**config.mk**
```make
export PLATFORM = sky130hd
export DESIGN_NAME = axi4_burst_master
export DESIGN_NICKNAME = d
export VERILOG_FILES = /design/src/rtl/axi4_burst_master.sv
export SDC_FILE = /design/constraint.sdc
export NUM_CORES = 1
export LEC_CHECK = 0
export CAP_MARGIN = 20
export CORE_UTILIZATION = 35
export CTS_CLUSTER_SIZE = 10
export DETAILED_ROUTE_END_ITERATION = 10
export HOLD_SLACK_MARGIN = 0.06
export PLACE_DENSITY = 0.88
export SETUP_SLACK_MARGIN = 0.1
export SYNTH_ARGS = -nofsm -noshare
export SYNTH_HDL_FRONTEND = slang
export SYNTH_SLANG_ARGS = --single-unit
```
**constraint.sdc**
```tcl
create_clock -name ACLK -period 2.8 [get_ports ACLK]
set_input_delay 0.42 -clock ACLK [delete_from_list [all_inputs] [get_ports ACLK]]
set_output_delay 0.42 -clock ACLK [all_outputs]
set_load 0.05 [all_outputs]
```
**src/rtl/axi4_burst_master.sv**
```systemverilog
// rtl/axi4_burst_master.sv - single-outstanding AXI4 INCR burst master (optional macro BOUNDARY_CHECK_EN: 4KB-crossing commands complete with SLVERR and issue no AXI traffic)
module axi4_burst_master #(
    parameter int ADDR_W = 16,
    parameter int DATA_W = 32,
    parameter int LEN_W  = 8
) (
    input  logic              ACLK,
    input  logic              ARESET,
    // command
    input  logic              cmd_valid,
    output logic              cmd_ready,
    input  logic              cmd_write,
    input  logic [ADDR_W-1:0] cmd_addr,
    input  logic [LEN_W-1:0]  cmd_len,
    // write data stream in
    input  logic [DATA_W-1:0] wr_data,
    input  logic              wr_valid,
    output logic              wr_ready,
    // read data stream out
    output logic [DATA_W-1:0] rd_data,
    output logic              rd_valid,
    output logic              rd_last,
    input  logic              rd_ready,
    // completion
    output logic              done,
    output logic [1:0]        resp,
    output logic              len_err,
    // AXI4 write address
    output logic [ADDR_W-1:0] AWADDR,
    output logic [LEN_W-1:0]  AWLEN,
    output logic [2:0]        AWSIZE,
    output logic              AWVALID,
    input  logic              AWREADY,
    // AXI4 write data
    output logic [DATA_W-1:0] WDATA,
    output logic              WVALID,
    output logic              WLAST,
    input  logic              WREADY,
    // AXI4 write response
    input  logic [1:0]        BRESP,
    input  logic              BVALID,
    output logic              BREADY,
    // AXI4 read address
    output logic [ADDR_W-1:0] ARADDR,
    output logic [LEN_W-1:0]  ARLEN,
    output logic [2:0]        ARSIZE,
    output logic              ARVALID,
    input  logic              ARREADY,
    // AXI4 read data
    input  logic [DATA_W-1:0] RDATA,
    input  logic [1:0]        RRESP,
    input  logic              RVALID,
    input  logic              RLAST,
    output logic              RREADY
);

    localparam logic [2:0] S_IDLE = 3'd0;
    localparam logic [2:0] S_AW   = 3'd1;
    localparam logic [2:0] S_W    = 3'd2;
    localparam logic [2:0] S_B    = 3'd3;
    localparam logic [2:0] S_AR   = 3'd4;
    localparam logic [2:0] S_R    = 3'd5;
    localparam logic [2:0] S_DONE = 3'd6;

    localparam int         BYTES_LOG = $clog2(DATA_W / 8);
    localparam logic [2:0] AXSIZE    = 3'(BYTES_LOG);

    logic [2:0]        state;
    logic [ADDR_W-1:0] addr_q;
    logic [LEN_W-1:0]  len_q;
    logic [LEN_W-1:0]  beat;
    logic [1:0]        racc;
    logic              over_q;

    logic              w_fire;
    logic              r_fire;
    logic              beat_at_len;
    logic [1:0]        rresp_max;

    assign w_fire      = WVALID & WREADY;
    assign r_fire      = RVALID & RREADY;
    assign beat_at_len = (beat == len_q);
    // worst response seen so far in the read burst, including the current beat
    assign rresp_max   = (RRESP > racc) ? RRESP : racc;

`ifdef BOUNDARY_CHECK_EN
    localparam int SPAN_W = 13 + LEN_W + BYTES_LOG;
    logic [SPAN_W-1:0] span_end;
    logic              crosses_4k;
    assign span_end   = SPAN_W'(cmd_addr[11:0]) + ((SPAN_W'(cmd_len) + SPAN_W'(1)) << BYTES_LOG);
    assign crosses_4k = (span_end > SPAN_W'(4096));
`endif

    // address/length are held in registers so they stay stable while xVALID waits
    assign AWADDR  = addr_q;
    assign AWLEN   = len_q;
    assign AWSIZE  = AXSIZE;
    assign AWVALID = (state == S_AW);
    assign ARADDR  = addr_q;
    assign ARLEN   = len_q;
    assign ARSIZE  = AXSIZE;
    assign ARVALID = (state == S_AR);

    // write beats pass straight through; gated by state so no W leaks before AW
    assign WDATA    = wr_data;
    assign WVALID   = (state == S_W) & wr_valid;
    assign WLAST    = (state == S_W) & beat_at_len;
    assign wr_ready = (state == S_W) & WREADY;
    assign BREADY   = (state == S_B);

    assign rd_data  = RDATA;
    assign rd_valid = (state == S_R) & RVALID;
    assign rd_last  = (state == S_R) & RLAST;
    assign RREADY   = (state == S_R) & rd_ready;

    assign cmd_ready = (state == S_IDLE);
    assign done      = (state == S_DONE);

    // burst sequencing, beat counting and completion status capture
    always_ff @(posedge ACLK) begin
        if (ARESET) begin
            state   <= S_IDLE;
            addr_q  <= '0;
            len_q   <= '0;
            beat    <= '0;
            racc    <= 2'b00;
            over_q  <= 1'b0;
            resp    <= 2'b00;
            len_err <= 1'b0;
        end else begin
            case (state)
                S_IDLE: begin
                    if (cmd_valid) begin
                        addr_q <= cmd_addr;
                        len_q  <= cmd_len;
                        beat   <= '0;
                        racc   <= 2'b00;
                        over_q <= 1'b0;
`ifdef BOUNDARY_CHECK_EN
                        if (crosses_4k) begin
                            state   <= S_DONE;
                            resp    <= 2'b10;
                            len_err <= 1'b0;
                        end else begin
                            state <= cmd_write ? S_AW : S_AR;
                        end
`else
                        state <= cmd_write ? S_AW : S_AR;
`endif
                    end
                end
                S_AW: begin
                    if (AWREADY) state <= S_W;
                end
                S_W: begin
                    if (w_fire) begin
                        if (beat_at_len) state <= S_B;
                        else             beat  <= beat + LEN_W'(1);
                    end
                end
                S_B: begin
                    if (BVALID) begin
                        resp    <= BRESP;
                        len_err <= 1'b0;
                        state   <= S_DONE;
                    end
                end
                S_AR: begin
                    if (ARREADY) state <= S_R;
                end
                S_R: begin
                    if (r_fire) begin
                        racc <= rresp_max;
                        if (RLAST) begin
                            resp    <= rresp_max;
                            len_err <= over_q | ~beat_at_len;
                            state   <= S_DONE;
                        end else begin
                            // slave overran the requested length: keep draining, remember it
                            if (beat_at_len) over_q <= 1'b1;
                            if (beat != '1)  beat   <= beat + LEN_W'(1);
                        end
                    end
                end
                S_DONE: begin
                    state <= S_IDLE;
                end
                default: begin
                    state <= S_IDLE;
                end
            endcase
        end
    end

endmodule
```
==> summary.md, run 1 <==
| Metric | Value |
|---|---|
| Reg2reg path depth | 4 |
| Number of hold violations in the final report | 0 |
| H-tree levels | 2 |
| Die W | 91.7 µm |
| Hold slack final | 0.463 ns |
| Largest stage delay on the critical path | 0.81 ns |
| Final-report max-slew violation count | 0 |
| Startpoint of the most critical register-to-register path | state[2] |
| Tightest Pin Transition | 0.567 ns |
| Cell-by-cell trace of the critical path | nand2b_1, nor2_1, clkdlybuf4s50_1 |
| Mean Syn Cell Area | 7.85 µm² |
| Vias per cell | 5.05 |
| Most frequent cells in the layout | 97 x sky130_fd_sc_hd__clkdlybuf4s50_1, 62 x sky130_fd_sc_hd__nand2_1, 40 x sky130_fd_sc_hd__dfxtp_1 |
| Kind of path behind the tightest hold check | reg2reg |
| Critical Path AT | 2.11 ns |
| Sequential share of power | 26.3% |
| DRC | 0 |
| Proportion of layout cells with a drive suffix above 1 | 9.19% |
| Standard cell core area | 0.00777 mm² |
| Result of the run | finished, final reports clean |
| Largest net degree at the start of global routing | 27 |
| Final Critical Period | 2.53 ns |
| Crit path buffers/inverters | 1 |
| Routed vias | 2,385 |
| Clock sink count | 41 |
| Detail-routed net length per standard cell | 14.9 µm |
| GRT overflow | 0 |
| Portion of total power attributed to the clock network | 16.1% |
| Remaining max-slew budget at the tightest pin | 62.2% |
| Hold EP | resp[1] |
| Total Wirelength | 7010 µm |
| Post-CTS setup buffer count | 0 |
| Die Footprint | 0.00841 mm² |
| Synth-to-layout area growth | 19.1% |
| Post-synth EDFFs | 0 |
| Post-route fraction of the period consumed by the critical path | 90.3% |
| Maximum fanout encountered on the critical timing path | 14 |
| R2R setup slack | 0.68 ns |
| Layout filler cell count | 776 |
| R2R Path End | beat[1] |
| Residual antenna-violating net count after detailed routing | 0 |
| Violation count after the first detailed-route iteration | 133 |
| Clk pin slew, worst setup/hold paths | 0.09 ns |
| Global-route wire length before repair | 11,200 µm |
| Initial antenna violation count | 0 |
| Cell-internal power | 1.58 mW |
| Placed Area | 0.00323 mm² |
| Post-route cell area | 0.00336 mm² |
| Initial Utilization | 36.3% |
| Worst Path Class, Setup | reg2out |
| NumNets Final | 477 |
| Most used flip-flop cell after synthesis | sky130_fd_sc_hd__dfxtp_1 |
| Number of diodes | 0 |
| Synth Instances | 359 |
| Final Setup Violations | 0 |
| Number of placed I/O pins | 236 |
| Leading cell type in the layout, fill and taps excluded | sky130_fd_sc_hd__clkdlybuf4s50_1 |
| Required arrival time at the worst endpoint | 2.38 ns |
| Number of buffers between clock root and the deepest sink | 2 |
| Worst-case vdd ir drop | 0.000407 V |
| PwrDens | 919 mW/mm² |
| Sequential area share after synthesis | 29.1% |
| Kind of cell adding the most delay to the critical path | buffers and inverters |
| Max-capacitance violation count | 0 |
| Kind of start point of the critical path | flop |
| Syn Std Cell Area | 0.00282 mm² |
| Count of yosys warnings during synthesis | 0 |
| Pre-antenna DRT Iters | 5 |
| Combined global-route utilization of all metal layers | 16.5% |
| Global placer's final weighted congestion | 0.808 |
| Static power due to leakage | 1.29 nW |
| Sw Ratio | 48.7% |
| Net switching power | 1.50 mW |
| Port Buffer Count | 101 |
| Hold Startpoint | resp[1] |
| Post-synth cell types | 54 |
| Final Util | 43.2% |
| Standard-cell rows | 32 |
| Yosys reg bits | 41 |
| Clock latency at the later pin of the worst-skew pair | 0.29 ns |
| Root cell of the clock tree | sky130_fd_sc_hd__clkbuf_8 |
| Total power | 3.09 mW |
| RSZ-0062 raised after global routing | no |
| Worst hold path cell count | 2 |
| TritonCTS Buffers | 5 |
| Height of the die | 91.7 µm |
| Type of destination of the critical path | output pin |
| CTS tree | done |
| Worst clock skew on the final layout | 0.0113 ns |
| Combinational share of power | 57.6% |
| Half-perimeter wire length after placement | 5260 µm |
| Master of the slowest instance on the critical path | sky130_fd_sc_hd__clkdlybuf4s50_1 |
| Synth async-reset ratio | 0% |
| Maximum clock frequency | 0.396 GHz |
| Via count of the first global-routing pass | 2,245 |
| Sum Neg Setup Slack | 0 ns |
## state kept, by name (all words and copies together) (netlist names)
signal	flops
ARADDR	16
ARLEN	8
beat	8
len_err	1
over_q	1
racc	2
resp	2
state	3
## stage by stage
stage	cells	setup WS, ns
2_1_floorplan	363	0.548
3_3_place_gp	464	0.559
3_5_place_dp	464	0.514
4_1_cts	472	0.228
5_1_grt	472	0.152
6_report	472	0.273
## metal layers
| metal | vias up | wire length, µm | track usage, % |
|---|---|---|---|
| met5 | - | 0 | 0 |
| met2 | 125 | 3410 | 28.9 |
| met4 | 0 | 66 | 3.91 |
| met1 | 1116 | 2940 | 20.0 |
| met3 | 12 | 594 | 4.48 |
| li1 | 1132 | - | - |
## synthesized netlist by cell type, types with 4 or more instances
| library cell | count | share of area (%) |
|---|---|---|
| sky130_fd_sc_hd__a21oi_1 | 29 | 5.2 |
| sky130_fd_sc_hd__and2_1 | 7 | 1.6 |
| sky130_fd_sc_hd__o32ai_1 | 4 | 1.2 |
| sky130_fd_sc_hd__ha_1 | 4 | 1.8 |
| sky130_fd_sc_hd__nor3_1 | 5 | 0.89 |
| sky130_fd_sc_hd__nand2_1 | 62 | 8.3 |
| sky130_fd_sc_hd__xor2_1 | 8 | 2.5 |
| sky130_fd_sc_hd__dfxtp_1 | 41 | 29 |
| sky130_fd_sc_hd__clkbuf_1 | 7 | 0.93 |
| sky130_fd_sc_hd__inv_1 | 13 | 1.7 |
| sky130_fd_sc_hd__nand3_1 | 7 | 1.2 |
| sky130_fd_sc_hd__o22ai_1 | 6 | 1.3 |
| sky130_fd_sc_hd__buf_2 | 4 | 0.71 |
| sky130_fd_sc_hd__buf_4 | 97 | 26 |
| sky130_fd_sc_hd__nor2_1 | 11 | 1.5 |
## layout make-up
cell class | count | area (µm²) | area share (%)
Clock buffer | 6 | 82.6 | 2.46
Clock inverter | 2 | 37.5 | 1.12
Inverter | 14 | 52.6 | 1.57
Multi-Input combinational cell | 199 | 1180 | 35.2
Sequential cell | 41 | 822 | 24.5
Tap cell | 102 | 128 | 3.80
Timing Repair Buffer | 108 | 1050 | 31.4
## how the worst max path moves through the flow
stage | from | endpoint | slack (ns) | cells past startpoint
4_1_cts | state[1] | wr_ready | 0.23 | 3
6_report | state[2] | ARVALID | 0.27 | 3
3_3_place_gp | WREADY | wr_ready | 0.56 | 3
3_5_place_dp | RVALID | beat[4] | 0.51 | 6
2_1_floorplan | state[0] | state[2] | 0.55 | 5
5_1_grt | state[2] | ARVALID | 0.15 | 3
## power by group through the flow
stage | sequential [mW] | combinational, mW | clock [mW]
final | 0.812 | 1.78 | 0.497
after global routing | 0.832 | 1.89 | 0.542
after CTS | 0.813 | 1.78 | 0.511
after detailed placement | 0.826 | 1.78 | 0
after global placement | 0.818 | 1.76 | 0
after floorplan | 1.04 | 1.36 | 0
## repair_timing
item                       4_1_cts  5_1_grt
setup endpoints to repair        0        2
hold buffers                     0        0
gates resized for setup          0        1
## worst register-to-register path, cell delays in order (launching register included)
cell	delay [ns]
sky130_fd_sc_hd__dfxtp_1	0.67
sky130_fd_sc_hd__nand3b_4	0.16
sky130_fd_sc_hd__or4_1	0.67
sky130_fd_sc_hd__and3_4	0.27
sky130_fd_sc_hd__a41o_1	0.23
## cell families after synthesis
logic type	Yosys count	share of synthesized area (%)
other	2	0.267
adder cells (fa/ha/maj)	4	1.78
buffers and inverters	123	29.5
AO/OA/AOI/OAI	68	17.1
XOR/XNOR	8	2.49
AND/OR/NAND/NOR	113	19.7
flip-flops	41	29.1
Power figures use the tool's default switching activity.
==> run 2, diff against run 1 <==
Settings changed: CORE_MARGIN set to 2.
==> run 2 against run 1 <==
Global-route usage is 0.51 points lower. Clock skew shrank 0.0058 ns. Total power down 3.0%. Largest cell class unchanged.
==> summary.md, run 2 (synthesis gave the netlist of run 1 again) <==
| Metric | Value |
|---|---|
| GRT overflow | 0 (unchanged) |
| Kind of start point of the critical path | flop |
| RSZ-0062 raised after global routing | no |
| Via count of the first global-routing pass | 2,288 (+1.9%) |
| Kind of cell adding the most delay to the critical path | buffers and inverters |
| Die W | 93.7 µm (+2.2%) |
| Type of destination of the critical path | output pin |
| Total Wirelength | 7320 µm (+4.5%) |
| Global placer's final weighted congestion | 0.837 (+3.6%) |
| Violation count after the first detailed-route iteration | 155 (+17%) |
| Clk pin slew, worst setup/hold paths | 0.08 ns (about the same) |
| DRC | 0 (unchanged) |
| Remaining max-slew budget at the tightest pin | 57.2% (-5.0 points) |
| Number of placed I/O pins | 236 (unchanged) |
| Final Instance Count excl. Fillers | 470 (-0.42%) |
| Initial antenna violation count | 0 (unchanged) |
| Post-route fraction of the period consumed by the critical path | 90.9% (+0.64 points) |
| Number of hold violations in the final report | 0 (unchanged) |
| Maximum clock frequency | 0.393 GHz (-0.70%) |
| Final-report max-slew violation count | 0 (unchanged) |
| Hold Startpoint | ARADDR[13] |
| Global-route wire length before repair | 11,200 µm (about the same) |
| Cell count along the critical path | 3 (unchanged) |
| CTS tree | done |
| Vias per cell | 5.10 (+0.93%) |
| Number of buffers between clock root and the deepest sink | 2 (unchanged) |
| Worst clock skew on the final layout | 0.00557 ns (-0.00575 ns) |
| TritonCTS Buffers | 5 (unchanged) |
| Critical Path AT | 2.12 ns (about the same) |
| Critical Path Sink | ARVALID |
| Root cell of the clock tree | sky130_fd_sc_hd__clkbuf_8 |
| Routed vias | 2,397 (+0.50%) |
| Largest stage delay on the critical path | 0.81 ns (about the same) |
| Max-capacitance violation count | 0 (unchanged) |
| Result of the run | finished, final reports clean |
| Final Util | 42.7% (-0.53 points) |
| Half-perimeter wire length after placement | 5530 µm (+5.2%) |
| Master of the slowest instance on the critical path | sky130_fd_sc_hd__clkdlybuf4s50_1 |
| Combined global-route utilization of all metal layers | 16.0% (-0.51 points) |
| Hold slack final | 0.473 ns (+0.00987 ns) |
| Most frequent cells in the layout | 97 x sky130_fd_sc_hd__clkdlybuf4s50_1, 62 x sky130_fd_sc_hd__nand2_1, 40 x sky130_fd_sc_hd__dfxtp_1 |
| Final Critical Period | 2.54 ns (+0.0178 ns) |
| Worst Path Class, Setup | reg2out |
| Pre-antenna DRT Iters | 4 (-1) |
| Resized cells post-CTS | 0 (unchanged) |
| Die Footprint | 0.00878 mm² (+4.4%) |
| Hold bufs inserted after CTS | 0 (unchanged) |
| Tightest Pin Transition | 0.637 ns (+0.0693 ns) |
| R2R Path End | beat[4] |
| Initial Utilization | 36.3% (unchanged) |
| NumNets Final | 476 (-0.21%) |
| Number of diodes | 0 (unchanged) |
| Worst-case vdd ir drop | 0.000299 V (-27%) |
| Max FFs per register | 16 (unchanged) |
| R2R setup slack | 0.71 ns (+0.03 ns) |
| Cell-by-cell trace of the critical path | nand2b_1, nor2_1, clkdlybuf4s50_1 |
| Static power due to leakage | 1.28 nW (-1.4%) |
| Standard cell core area | 0.00777 mm² (unchanged) |
| Sum Neg Setup Slack | 0 ns (unchanged) |
| Clock latency at the later pin of the worst-skew pair | 0.29 ns (about the same) |
| Clock sink count | 41 (unchanged) |
| Synth-to-layout area growth | 17.6% |
| Final Setup Violations | 0 (unchanged) |
| Placed Instances | 463 (-0.22%) |
| Startpoint of the most critical register-to-register path | state[2] |
| Port Buffer Count | 101 (unchanged) |
| Kind of path behind the tightest hold check | reg2reg |
| Detail-routed net length per standard cell | 15.6 µm (+4.9%) |
| Post-CTS setup buffer count | 0 (unchanged) |
| H-tree levels | 2 (unchanged) |
| Maximum fanout encountered on the critical timing path | 14 (unchanged) |
| Leading cell type in the layout, fill and taps excluded | sky130_fd_sc_hd__clkdlybuf4s50_1 |
| Reg2reg path depth | 5 (+1) |
| Crit path buffers/inverters | 1 (unchanged) |
| PwrDens | 903 mW/mm² (-1.8%) |
| Layout filler cell count | 803 (+3.5%) |
| Beginning of the critical path | state[2] |
| Height of the die | 93.7 µm (+2.2%) |
| Standard-cell rows | 32 (unchanged) |
| Required arrival time at the worst endpoint | 2.38 ns (about the same) |
| Residual antenna-violating net count after detailed routing | 0 (unchanged) |
| Largest net degree at the start of global routing | 41 (+52%) |
| Proportion of layout cells with a drive suffix above 1 | 8.42% (-0.77 points) |
==> run 2: metal layers <==
layer	vias up	GRT usage (%)	share of wire, %
met5	-	0	0
met4	0	5.07	1.7
met3	20	5.94	9.4
met2	147	27.9	50
met1	1109	18.0	39
li1	1121	-	-
==> run 2: worst min-delay path by stage <==
stage	cells after the start	endpoint
floorplan	2	racc[0]
global placement	2	resp[1]
detailed placement	2	len_err
CTS	2	ARADDR[6]
global route	2	ARADDR[7]
finish	2	ARADDR[13]
==> run 2: per-stage QoR <==
stage,area [µm²],power [mW],setup slack (ns)
after CTS,3310,3.02,0.202
after global routing,3310,3.16,0.126
after global placement,3230,2.58,0.559
after floorplan,2830,2.40,0.548
final,3310,2.99,0.255
after detailed placement,3230,2.61,0.530
==> run 2: worst min-delay path, delay by kind of cell, from the launching register on <==
kind	cells	cell delay, ns
AO/OA/AOI/OAI	1	0.05
AND/OR/NAND/NOR	1	0.05
flip-flops	1	0.32
==> run 2: cell type report <==
| type | count | area (µm²) | share of cell area (%) |
|---|---|---|---|
| well taps | 102 | 128 | 3.85 |
| clock buffers | 7 | 86.3 | 2.60 |
| multi-input cells | 199 | 1180 | 35.6 |
| repair buffers | 107 | 1050 | 31.6 |
| flip-flops and latches | 41 | 822 | 24.8 |
| inverters | 14 | 52.6 | 1.59 |
==> run 2: power by group <==
part	switching (mW)	internal [mW]
registers	0.129	0.683
clock network	0.201	0.196
logic	1.17	0.609
==> variant 1 (settings of run 2) <==
The option `BOUNDARY_CHECK_EN` is turned on by a define.
--- a/src/rtl/axi4_burst_master.sv
+++ b/src/rtl/axi4_burst_master.sv
@@ -1,4 +1,6 @@
 // rtl/axi4_burst_master.sv - single-outstanding AXI4 INCR burst master (optional macro BOUNDARY_CHECK_EN: 4KB-crossing commands complete with SLVERR and issue no AXI traffic)
+`define BOUNDARY_CHECK_EN
+
 module axi4_burst_master #(
     parameter int ADDR_W = 16,
     parameter int DATA_W = 32,
Behaviour: not the same (a bounded check fails within 4 cycles, from zero or initial values and one cycle with ARESET high).
==> variant 1 against run 2 <==
  * The flow now finishes with violations (negative setup slack)
  * Utilization rose by 4.3 points
  * Fmax is 10% lower
  * Final area rose by 30%
  * Sequential cell count unchanged
  * Routed wire length up 34%
  * Synthesized area grew 18%
  * Clock skew up 0.0065 ns
  * Non-clock buffer count grew 34
  * Worst setup slack got worse by 0.30 ns
  * First-iteration DRC count grew 75%
  * Count of clock-buffer cells in the layout shrank 1
  * Die area up 17%
  * Synthesized cell count is 23% higher
  * Total power grew 60%
  * Largest power group unchanged
==> variant 1: results (changes against run 2) <==
vias per inst = 5.34 (+4.7%)
YS warnings = 0 (unchanged)
Setup Skew = 0.0120 ns (+0.00647 ns)
most instantiated cells after synthesis = buf_4 (96), nand2_1 (72), dfxtp_1 (41), a21oi_1 (39), nor2_1 (25)
htree depth = 2 (unchanged)
clk slew on worst S/H paths = 0.10 ns (+0.02 ns)
routed length per instance = 16.4 um (+5.3%)
Final HPWL DP = 7090 um (+28%)
GPL Wtd Cong = 0.886 (+5.8%)
number of placed cells counting well taps = 581 (+25%)
Tightest Pin Transition = 0.547 ns (-0.0899 ns)
Critical Path Slowest Stage Cell = a311o_1
maximum buffer depth of the clock tree = 2 (unchanged)
Hold Crit Class = reg -> reg
Vias = 3182 (+33%)
vias in the first global route = 3210 (+40%)
initial antenna violation count = 0 (unchanged)
max reg flops = 16 (unchanged)
largest net degree at the start of global routing = 30 (-27%)
IO Port Bufs = 101 (unchanged)
Fill cells = 831 (+3.5%)
register area share after synthesis = 24.8% (-4.4 points)
violated checks = negative setup slack
Critical Path AT = 3.03 ns (+0.91 ns)
total track usage = 18.1% (+2.1 points)
first-pass GRT wire length = 14900 um (+34%)
drt pass-1 iters = 5 (+1)
Synth Flop Type = dfxtp_1
peak supply drop = 512 uV (+71%)
CTS Root Cell = clkbuf_8
PnR worst setup slack = -0.0430 ns (-0.298 ns)
clk_lat worst skew = 0.31 ns (+0.02 ns)
gate count after technology mapping = 441 (+23%)
CP max stage delay = 0.35 ns (-0.46 ns)
post-synth cell types = 55 (+1.9%)
CP max FO = 3 (-11)
Final #Nets = 604 (+27%)
synth top area cells = dfxtp_1 (25%), buf_4 (22%), nand2_1 (8.2%)
Top Family by Delay on Critical Path = compound AO/OA/AOI/OAI gates
DR iter-0 viols = 272 (+75%)
Ant. Diodes = 0 (unchanged)
FFs w/ async S/R, synth = 0% (unchanged)
setup_tns = -0.0609 ns (-0.0609 ns)
status = complete, but fails checks
TritonCTS Buffers = 5 (unchanged)
layout cells sized above 1 = 17.3% (+8.9 points)
Leak = 1.79 nW (+40%)
final setup fails = 2 (+2)
-- variant 1: metal layers --
| metal | track usage (%) | part of all wire, % | up-vias |
|---|---|---|---|
| met5 | 0 | 0 | - |
| met4 | 9.67 | 3.7 | 0 |
| met3 | 3.80 | 6.8 | 47 |
| met2 | 32.3 | 51 | 160 |
| met1 | 20.1 | 38 | 1496 |
| li1 | - | - | 1479 |
-- variant 1: power breakdown --
part           total (W)  internal (W)  switching, W
clock           0.000433      0.000200      0.000232
sequential      0.000983      0.000762      0.000221
combinational    0.00338       0.00117       0.00220
-- variant 1: repair_timing --
| item | CTS | global route |
|---|---|---|
| resized for setup | 55 | 18 |
| endpoints found under the setup margin | 7 | 12 |
| setup buffers | 7 | 0 |
| pin swaps | 20 | 13 |
| cloned | 0 | 0 |
-- variant 1: layout make-up --
cell class	count	area share [%]
multi-input cells	282	43.8
repair buffers	141	30.5
flip-flops and latches	41	19.0
well taps	111	3.21
clock buffers	6	1.91
inverters	13	1.13
clock inverters	2	0.318
-- variant 1: logic make-up after synthesis --
family | synth area share (%)
AOI/OAI and AO/OA | 15.4
xor gates and xnor gates | 5.55
adders and majority gates | 6.27
buffers and inverters | 24.9
DFF | 24.8
muxes | 1.55
other | 0.227
and+or+nand+nor | 21.3
-- variant 1: worst register-to-register path, stage by stage, from the launching register on --
cell      delay, ns
dfxtp_1        0.57
and3b_1        0.28
a222oi_1       0.41
o211ai_1       0.19
or4_1          0.54
buf_4          0.26
nand2_1        0.11
a21oi_1        0.07
-- variant 1: worst paths after layout --
kind,from,endpoint,slack [ns],depth (start not counted)
setup / recovery,cmd_len[5],resp[0]$_SDFFE_PP0P_,-0.04,12
hold / removal,ARADDR[5]$_SDFFE_PP0P_,ARADDR[5]$_SDFFE_PP0P_,0.48,2
setup reg to reg,state[1]$_SDFFE_PP0P_,ARLEN[4]$_SDFFE_PP0P_,0.27,7
hold reg to reg,ARADDR[5]$_SDFFE_PP0P_,ARADDR[5]$_SDFFE_PP0P_,0.48,2
-- variant 1: per-stage QoR --
step	utilization, %	area (um2)	total power, W	worst slack (ns)
6_report	47.0	4320	0.00479	-0.0430
5_1_grt	47.0	4320	0.00505	-0.151
4_1_cts	46.1	4240	0.00474	-0.0250
3_5_place_dp	43.3	3980	0.00427	-0.780
3_3_place_gp	43.3	3980	0.00418	-0.728
2_1_floorplan	-	3350	0.00356	-0.160
==> variant 2 (flow settings as in run 2) <==
Without the edit above. Reset style: asynchronous (`ARESET`), changed in one clocked block.
--- a/src/rtl/axi4_burst_master.sv
+++ b/src/rtl/axi4_burst_master.sv
@@ -117,7 +117,7 @@
     assign done      = (state == S_DONE);
 
     // burst sequencing, beat counting and completion status capture
-    always_ff @(posedge ACLK) begin
+    always_ff @(posedge ACLK or posedge ARESET) begin
         if (ARESET) begin
             state   <= S_IDLE;
             addr_q  <= '0;
Formal check against the unedited RTL: differs if ARESET is asserted again (counterexample within 4 cycles, from zero or initial values and one cycle with ARESET high); with ARESET held inactive, the same outputs for 10 cycles.
==> variant 2 against run 2 <==
  * Worst setup slack is essentially flat
  * Sequential cell count unchanged
  * Routed wire length decreased by 8.8%
  * Final area grew 7.0%
  * Count of clock-buffer cells in the layout down 2
  * Fmax barely moved
  * Total power grew 70%
  * Synthesized area up 5.4%
  * Highest routed layer unchanged
==> variant 2: results (changes against run 2) <==
initial antenna violation count = 0 (unchanged)
drt pass-1 iters = 4 (unchanged)
Leak = 1.49 nW (+17%)
post-CTS setup buffers = 0 (unchanged)
Final #Nets = 420 (-12%)
Synth Flop Type = dfrtp_1
post-cts resize count = 0 (unchanged)
peak supply drop = 759 uV (+150%)
r2r startpoint = state[2]$_DFFE_PP0P_
TritonCTS Buffers = 5 (unchanged)
Fill cells = 775 (-3.5%)
CP max FO = 14 (unchanged)
Critical Path AT = 2.13 ns
clk slew on worst S/H paths = 0.08 ns (about the same)
FFs w/ async S/R, synth = 100% (+100 points)
YS warnings = 0 (unchanged)
max reg flops = 16 (unchanged)
htree depth = 2 (unchanged)
maximum buffer depth of the clock tree = 2 (unchanged)
Ant. Diodes = 0 (unchanged)
Hold Crit Class = reg -> reg
vias in the first global route = 2117 (-7.5%)
Setup Skew = 0.00764 ns (+0.00208 ns)
GPL Wtd Cong = 0.870 (+3.9%)
largest net degree at the start of global routing = 42 (+2.4%)
IO Port Bufs = 101 (unchanged)
register area share after synthesis = 34.6% (+5.4 points)
relative slew slack = 57.9% (+0.72 points)
Pwr Density = 1430 mW/mm2 (+59%)
launch point of the critical path = state[1]$_DFFE_PP0P_
synth top area cells = dfrtp_1 (35%), buf_4 (25%), mux2_2 (9.9%)
first-pass GRT wire length = 10600 um (-4.9%)
DRT Wirelength = 6680 um (-8.8%)
layout cells sized above 1 = 18.8% (+10 points)
final setup fails = 0 (unchanged)
post-synth cell types = 50 (-7.4%)
most instantiated cells after synthesis = buf_4 (98), dfrtp_1 (41), mux2_2 (26), inv_1 (11), nor2_1 (11)
status = complete, no violations
total track usage = 15.0% (-0.98 points)
Final HPWL DP = 5050 um (-8.7%)
vias per inst = 4.91 (-3.8%)
CTS Root Cell = clkbuf_8
hold path start = over_q$_DFFE_PP0P_
DR iter-0 viols = 54 (-65%)
clk_lat worst skew = 0.29 ns (about the same)
-- variant 2: power by group --
group | leakage, nW | internal (W) | total [W] | switching [W]
Clock | 0.0681 | 0.000354 | 0.000566 | 0.000211
Sequential | 0.514 | 0.000848 | 0.00111 | 0.000260
Combinational | 0.906 | 0.00121 | 0.00340 | 0.00220
Total | 1.49 | 0.00241 | 0.00508 | 0.00267
-- variant 2: cells by family (layout without fill, tap and decap cells) --
| logic type | Yosys count | count (layout) | synth area share, % |
|---|---|---|---|
| AOI/OAI and AO/OA | 38 | 38 | 10.0 |
| DFF | 41 | 41 | 34.6 |
| xor gates and xnor gates | 8 | 8 | 2.36 |
| muxes | 30 | 30 | 11.4 |
| adders and majority gates | 4 | 4 | 1.69 |
| buffers and inverters | 114 | 126 | 27.6 |
| other | 2 | 6 | 0.253 |
| and+or+nand+nor | 60 | 60 | 12.1 |
-- variant 2: final timing paths --
kind                       slack (ns)                      to  cells after the start
hold / removal                   0.49      over_q$_DFFE_PP0P_                      2
max in group asynchronous        1.88  ARADDR[12]$_DFFE_PP0P_                      3
hold reg to reg                  0.49      over_q$_DFFE_PP0P_                      2
min in group asynchronous        0.55     resp[1]$_DFFE_PP0P_                      3
setup / recovery                 0.25                  BREADY                      5
setup reg to reg                 0.69     beat[0]$_DFFE_PP0P_                      6
-- variant 2: layout make-up --
type,count,area (um2),area share (%)
Clock buffer,5,68.8,1.94
Multi-Input combinational cell,146,1150,32.4
Sequential cell,41,1030,28.9
Timing Repair Buffer,107,1070,30.1
Inverter,11,41.3,1.16
Tap cell,105,131,3.70
Clock inverter,3,65.1,1.83
-- variant 2: metal layers --
| metal | global-route usage [%] | routed length [um] | up-vias |
|---|---|---|---|
| met5 | 0 | 0 | - |
| met4 | 6.31 | 163 | 0 |
| met3 | 3.60 | 605 | 20 |
| met2 | 25.5 | 3370 | 120 |
| met1 | 18.0 | 2540 | 969 |
| li1 | - | - | 942 |
-- variant 2: critical path: stages (launching register included) --
cell and delay (ns):
dfrtp_1 0.39, buf_4 0.21, nor2b_1 0.26, nand2_1 0.11, inv_1 0.07, clkdlybuf4s50_1 0.79
-- variant 2: stage by stage --
| step | std cells | hold WS, ns | instance area [um2] | setup slack [ns] | utilization (%) |
|---|---|---|---|---|---|
| after global placement | 410 | 0.459 | 3410 | 0.375 | 41.5 |
| after detailed placement | 410 | 0.468 | 3410 | 0.391 | 41.5 |
| after global routing | 418 | 0.533 | 3550 | 0.111 | 43.2 |
| after CTS | 418 | 0.504 | 3540 | 0.168 | 43.1 |
| after floorplan | 301 | 0.445 | 2990 | 0.525 | - |
| final | 418 | 0.490 | 3550 | 0.255 | 43.2 |
